==> src/rtl/pattern_serializer.sv <==
// Serial bit-pattern generator: sends a captured pattern MSB-first, repeat_cnt+1 times,
// with optional idle gaps between repetitions and a done pulse after the final bit.
module pattern_serializer #(
    parameter int   PAT_W    = 4,
    parameter int   CNT_W    = 4,
    parameter int   GAP      = 0,
    parameter logic IDLE_BIT = 1'b1
) (
    input  logic             clk,
    input  logic             reset,
    input  logic             start_valid,
    output logic             start_ready,
    input  logic [PAT_W-1:0] pattern,
    input  logic [CNT_W-1:0] repeat_cnt,
    output logic             x,
    output logic             x_valid,
    output logic             busy,
    output logic             done,
    output logic [1:0]       dbg_state
);

    // Start handshake: a request is taken at a rising edge when start_valid && start_ready.
    // start_ready is a pure function of state, so it never depends on start_valid.
    typedef enum logic [1:0] {
        S_IDLE  = 2'd0,
        S_SHIFT = 2'd1,
        S_GAP   = 2'd2
    } state_t;

    localparam int BIT_W = $clog2(PAT_W);
    localparam int GAP_W = (GAP > 1) ? $clog2(GAP) : 1;

    state_t             r_state, w_state_next;
    logic [PAT_W-1:0]   r_pat, w_pat_next;
    logic [PAT_W-1:0]   r_shift, w_shift_next;
    logic [BIT_W-1:0]   r_bit_cnt, w_bit_cnt_next;
    logic [CNT_W-1:0]   r_rep, w_rep_next;
    logic [GAP_W-1:0]   r_gap_cnt, w_gap_cnt_next;
    logic               r_x, w_x_next;
    logic               r_x_valid, w_x_valid_next;
    logic               r_busy, w_busy_next;
    logic               r_done, w_done_next;
    logic               w_last_bit;
    logic               w_gap_end;

    assign w_last_bit = (r_bit_cnt == BIT_W'(PAT_W - 1));
    assign w_gap_end  = (GAP > 0) && (int'(r_gap_cnt) == GAP - 1);

    // x holds the bit currently on the line; r_shift holds the bits still to follow.
    always_comb begin
        w_state_next   = r_state;
        w_pat_next     = r_pat;
        w_shift_next   = r_shift;
        w_bit_cnt_next = r_bit_cnt;
        w_rep_next     = r_rep;
        w_gap_cnt_next = r_gap_cnt;
        w_x_next       = IDLE_BIT;
        w_x_valid_next = 1'b0;
        w_busy_next    = 1'b0;
        w_done_next    = 1'b0;
        case (r_state)
            S_IDLE: begin
                if (start_valid) begin
                    w_state_next   = S_SHIFT;
                    w_pat_next     = pattern;
                    w_rep_next     = repeat_cnt;
                    w_x_next       = pattern[PAT_W-1];
                    w_shift_next   = {pattern[PAT_W-2:0], 1'b0};
                    w_bit_cnt_next = '0;
                    w_x_valid_next = 1'b1;
                    w_busy_next    = 1'b1;
                end
            end
            S_SHIFT: begin
                if (!w_last_bit) begin
                    w_x_next       = r_shift[PAT_W-1];
                    w_shift_next   = {r_shift[PAT_W-2:0], 1'b0};
                    w_bit_cnt_next = r_bit_cnt + BIT_W'(1);
                    w_x_valid_next = 1'b1;
                    w_busy_next    = 1'b1;
                end else if (r_rep != '0) begin
                    w_rep_next  = r_rep - CNT_W'(1);
                    w_busy_next = 1'b1;
                    if (GAP > 0) begin
                        w_state_next   = S_GAP;
                        w_gap_cnt_next = '0;
                    end else begin
                        w_x_next       = r_pat[PAT_W-1];
                        w_shift_next   = {r_pat[PAT_W-2:0], 1'b0};
                        w_bit_cnt_next = '0;
                        w_x_valid_next = 1'b1;
                    end
                end else begin
                    w_state_next = S_IDLE;
                    w_done_next  = 1'b1;
                end
            end
            S_GAP: begin
                w_busy_next = 1'b1;
                if (w_gap_end) begin
                    w_state_next   = S_SHIFT;
                    w_x_next       = r_pat[PAT_W-1];
                    w_shift_next   = {r_pat[PAT_W-2:0], 1'b0};
                    w_bit_cnt_next = '0;
                    w_x_valid_next = 1'b1;
                end else begin
                    w_gap_cnt_next = r_gap_cnt + GAP_W'(1);
                end
            end
            default: begin
                w_state_next = S_IDLE;
            end
        endcase
    end

    always_ff @(posedge clk) begin
        if (!reset) begin
            r_state   <= S_IDLE;
            r_pat     <= '0;
            r_shift   <= '0;
            r_bit_cnt <= '0;
            r_rep     <= '0;
            r_gap_cnt <= '0;
            r_x       <= IDLE_BIT;
            r_x_valid <= 1'b0;
            r_busy    <= 1'b0;
            r_done    <= 1'b0;
        end else begin
            r_state   <= w_state_next;
            r_pat     <= w_pat_next;
            r_shift   <= w_shift_next;
            r_bit_cnt <= w_bit_cnt_next;
            r_rep     <= w_rep_next;
            r_gap_cnt <= w_gap_cnt_next;
            r_x       <= w_x_next;
            r_x_valid <= w_x_valid_next;
            r_busy    <= w_busy_next;
            r_done    <= w_done_next;
        end
    end

    assign start_ready = (r_state == S_IDLE);
    assign x           = r_x;
    assign x_valid     = r_x_valid;
    assign busy        = r_busy;
    assign done        = r_done;
    assign dbg_state   = r_state;

endmodule

==> config.mk <==
export PLATFORM = sky130hd
export DESIGN_NAME = pattern_serializer
export DESIGN_NICKNAME = d
export VERILOG_FILES = /design/src/rtl/pattern_serializer.sv
export SDC_FILE = /design/constraint.sdc
export NUM_CORES = 1
export LEC_CHECK = 0
export BUFFER_PORTS_ARGS = -buffer_cell sky130_fd_sc_hd__buf_2
export CAP_MARGIN = 20
export CORE_ASPECT_RATIO = 0.7
export CORE_MARGIN = 8
export CORE_UTILIZATION = 30
export CTS_CLUSTER_SIZE = 12
export DETAILED_ROUTE_END_ITERATION = 10
export SLEW_MARGIN = 20
export SYNTH_ARGS = -nofsm -noshare
export SYNTH_HDL_FRONTEND = slang
export SYNTH_SLANG_ARGS = --single-unit
==> constraint.sdc <==
create_clock -name clk -period 1.81 [get_ports clk]
set_clock_uncertainty 0.05 [all_clocks]
set_input_delay 0 -clock clk [delete_from_list [all_inputs] [get_ports clk]]
set_output_delay 0 -clock clk [all_outputs]
set_load 0.02 [all_outputs]
==> impl_results.rst <==
.. list-table::
   :header-rows: 1

   * - Metric
     - Value
   * - Run status
     - completed
   * - Endpoints failing setup
     - 0
   * - Final period util
     - 94.09%
   * - Smallest setup slack after layout
     - 107.1 ps
   * - CTS sink cnt
     - 17
   * - Routed len/inst
     - 12.14 um
   * - Area used by multi-input combinational logic
     - 407.9 um2
   * - Met3 WL post-DR
     - 109 um
   * - Number of enable-type register cells in the synthesized netlist
     - 0
   * - Number of instances in the synthesized netlist
     - 95
   * - Clock insertion delay at the later pin of the skew report
     - 250 ps
   * - Remaining design rule violation count
     - 0
   * - Number of vias in the routed layout
     - 717
   * - Part of the Yosys area used for sequential elements
     - 41.85%
   * - Drt total wl
     - 1.845 mm
   * - Fraction of the mapped netlist area in compound gates
     - 23.69%
   * - DR pass1 iterations
     - 4
   * - Maximum frequency from static timing analysis
     - 587.2 MHz
   * - Combinational family with the most area after synthesis
     - compound AO/OA/AOI/OAI gates
   * - Max-cap viol count
     - 0
   * - Most area-consuming cells after synthesis
     - dfxtp_1 (42%), a21oi_1 (7.4%), nand2_1 (6.9%), mux2i_1 (4.9%), o32ai_1 (3.2%)
   * - Via count of the first global-routing pass
     - 659
   * - Asr flop ratio synth
     - 0%
   * - Clock tree root driver cell
     - clkbuf_8
   * - Netlist cell types
     - 29
   * - Number of gates given a new drive strength after cts
     - 0
   * - Remaining global-route overflow
     - 0
   * - Global-route usage over all layers
     - 8.707%
   * - Crit Path Category
     - flop to flop
   * - Final non-filler cell area
     - 0.001033 mm2
   * - Register-to-register setup slack
     - 110 ps
   * - Fin. max-slew vios
     - 0
   * - Fin nets
     - 132
   * - Fraction of the mapped netlist area in simple logic gates
     - 16.62%
   * - Met2 Wirelength
     - 730 um
   * - Overall die width
     - 78.23 um
   * - Count of final hold-check violations
     - 0
   * - Required time of the critical path
     - 1950 ps
   * - Post-CTS clock slew at the launch and capture registers of the worst setup and hold paths
     - 60 ps
   * - Dominant delay contributor by cell family on the critical path
     - simple AND/OR/NAND/NOR gates
   * - Bufs and invs on worst path
     - 2
   * - Largest fanout on the critical path
     - 8
   * - Area grow syn2layout
     - 27.08%
   * - Post-Syn Area
     - 813.3 um2
   * - Proportion of netlist area held by the largest area contributor
     - 41.85%
   * - Inserted Clock Buffers
     - 3
   * - Post-route worst hold slack
     - 59.93 ps
   * - Sequential group share of total power
     - 47.3%
   * - Maximum root-to-sink buffer count
     - 2
   * - Number of antenna violations at the first check in global routing
     - 0
   * - Internal Dissipation
     - 0.6425 mW
   * - Leading register cell type out of synthesis
     - dfxtp_1
   * - Area of the die
     - 0.004659 mm2
   * - Most used standard cell by instance count after synthesis
     - dfxtp_1
   * - Final critical-path required period
     - 1703 ps
   * - Largest net degree at the start of global routing
     - 14
   * - Leakage component of the power
     - 0.4310 nW
   * - Final design utilization
     - 41.09%
   * - Cell depth of the worst min-delay path
     - 3
   * - CTS tree
     - done
   * - Sequential cell area in the final layout
     - 340.3 um2
   * - Hold Path End
     - r_rep[2]
   * - Slowest CP cell
     - or3b_4
   * - Core outline area
     - 0.002515 mm2
   * - Post-synthesis share of cell area spent on xor and xnor gates
     - 0%
   * - Setup_tns
     - 0 ps
   * - PD cells
     - 861.0 mW/mm2
   * - I/O Buffers
     - 16
   * - Most frequent cells after synthesis
     - dfxtp_1 (17), nand2_1 (15), a21oi_1 (12), inv_1 (6), nor2_1 (6)
   * - Adder and majority gate portion of the synthesized area
     - 3.077%
   * - Worst Hold Launch
     - repeat_cnt[2]
   * - Share of total power in the clock network
     - 32.0%
   * - Combinational Power Share
     - 20.7%
   * - Final weighted congestion of routability-driven global placement
     - 0.7618
   * - Highest cell delay on the worst timing path
     - 420 ps
   * - Buffers inserted during post-CTS setup optimization
     - 0
   * - Initial Util
     - 32.34%
   * - RSZ-0062 raised after global routing
     - no
   * - Via density
     - 4.717
   * - Element type at the critical path end
     - flop
   * - Number of inserted diodes
     - 0
   * - Switching share of power
     - 27.79%
   * - Number of nets produced by synthesis
     - 108
   * - Filler cells
     - 267
   * - Reg-to-reg critical path startpoint
     - r_rep[0]
   * - Number of H-tree levels
     - 1
   * - Number of flip-flops and latches in the synthesized netlist
     - 17
   * - Row Count
     - 15
   * - Place WS
     - 102.5 ps
   * - Path class of the lowest-slack min-delay path
     - input port to flop
   * - Critical path cell sequence
     - inv_1 -> ha_1 -> or3b_4 -> o21ai_2 -> buf_4 -> nand3_1 -> a21oi_1
   * - IR drop worst, VDD
     - 298.1 uV
   * - Number of design-rule violations left by the first detailed-router iteration
     - 35
   * - Share of layout cells above drive strength 1
     - 25.42%
   * - DP Wirelength
     - 1.355 mm
   * - Antenna Nets Post-Route
     - 0
   * - Net switching power
     - 0.2473 mW
   * - Cell accounting for the most synthesized area
     - dfxtp_1
   * - Highest metal used
     - met4
   * - Endpoint of the lowest-slack register-to-register path
     - r_shift[3]
   * - Mean instance size in the synthesized netlist
     - 8.561 um2
   * - Startpoint Class
     - flop
   * - Multiplexer share of the synthesized area
     - 6.308%
   * - Worst r2r path cells
     - 7
   * - I/O pin total
     - 18
   * - Arrival time at the worst endpoint
     - 1840 ps
   * - Placed standard-cell area
     - 938.4 um2
   * - First-pass GRT wire length
     - 3.118 mm
   * - Routed metal-1 wirelength
     - 970 um
   * - Floorplan die height
     - 59.56 um
   * - Number of warnings printed during yosys synthesis
     - 0
## registers in the layout (all words and copies together) (netlist names)
| name | flops |
|---|---|
| r_rep | 4 |
| busy | 1 |
| x | 1 |
| done | 1 |
| r_pat | 4 |
| dbg_state | 1 |
| r_bit_cnt | 2 |
| r_shift | 3 |
## worst max-delay path by stage
stage	start	end	slack [ps]	cells after the start
final	r_rep[0]	r_shift[3]	110	7
after global routing	r_rep[0]	r_bit_cnt[1]	20	7
after CTS	r_rep[0]	r_rep[1]	90	7
after detailed placement	r_rep[0]	r_rep[1]	100	7
after global placement	r_rep[0]	r_shift[3]	130	7
after floorplan	r_rep[0]	r_rep[0]	170	6
## tightest hold or removal path: cells and delay by family
kind,cells,cell delay [ps]
compound gates,2,220
buf+inv,1,100
## cell families after synthesis
kind of cell / after synthesis
compound gates: 26
mux: 5
fa+ha+maj: 2
simple gates: 30
flops: 17
buf+inv: 14
other cells: 1
## power by group through the flow
stage	clock, mW	sequential, mW	combinational, mW
5_1_grt	0.314	0.424	0.202
6_report	0.285	0.421	0.184
4_1_cts	0.295	0.421	0.184
2_1_floorplan	0	0.432	0.122
3_5_place_dp	0	0.429	0.175
3_3_place_gp	0	0.429	0.173
## layout make-up
class | count | area share, %
Inverter | 6 | 2.179
Multi-Input combinational cell | 64 | 39.47
Clock buffer | 4 | 4.358
Tap cell | 34 | 4.116
Sequential cell | 17 | 32.93
Timing Repair Buffer | 27 | 16.95
## cell usage in the layout, fill, tap and decap left out, drive strengths merged, types with 2 or more instances in the layout
cell type | netlist | layout
dlygate4sd3 | 0 | 5
dfxtp | 17 | 17
ha | 2 | 2
nor2 | 6 | 6
inv | 6 | 6
o32ai | 3 | 3
nand2 | 15 | 15
buf | 4 | 22
nand4 | 2 | 2
nand3 | 3 | 3
mux2i | 4 | 4
o21ai | 2 | 2
clkbuf | 4 | 4
a21oi | 12 | 12
a221o | 2 | 2
## repair_timing
action                                  in CTS  in global routing
endpoints found under the setup margin       0                  2
hold endpoints to repair                     5                  0
hold buffers                                 5                  0
## per-layer routing
metal	track usage, %	vias up
met4	5.249	0
met1	11.28	315
met2	11.06	17
met5	0	-
li1	-	380
met3	4.242	5
## stage by stage
step / cells / total power [mW]
2_1_floorplan: 95 / 0.5542
4_1_cts: 152 / 0.8995
5_1_grt: 152 / 0.9398
6_report: 152 / 0.8898
3_3_place_gp: 143 / 0.6016
3_5_place_dp: 143 / 0.6043
Power figures use the tool's default switching activity.
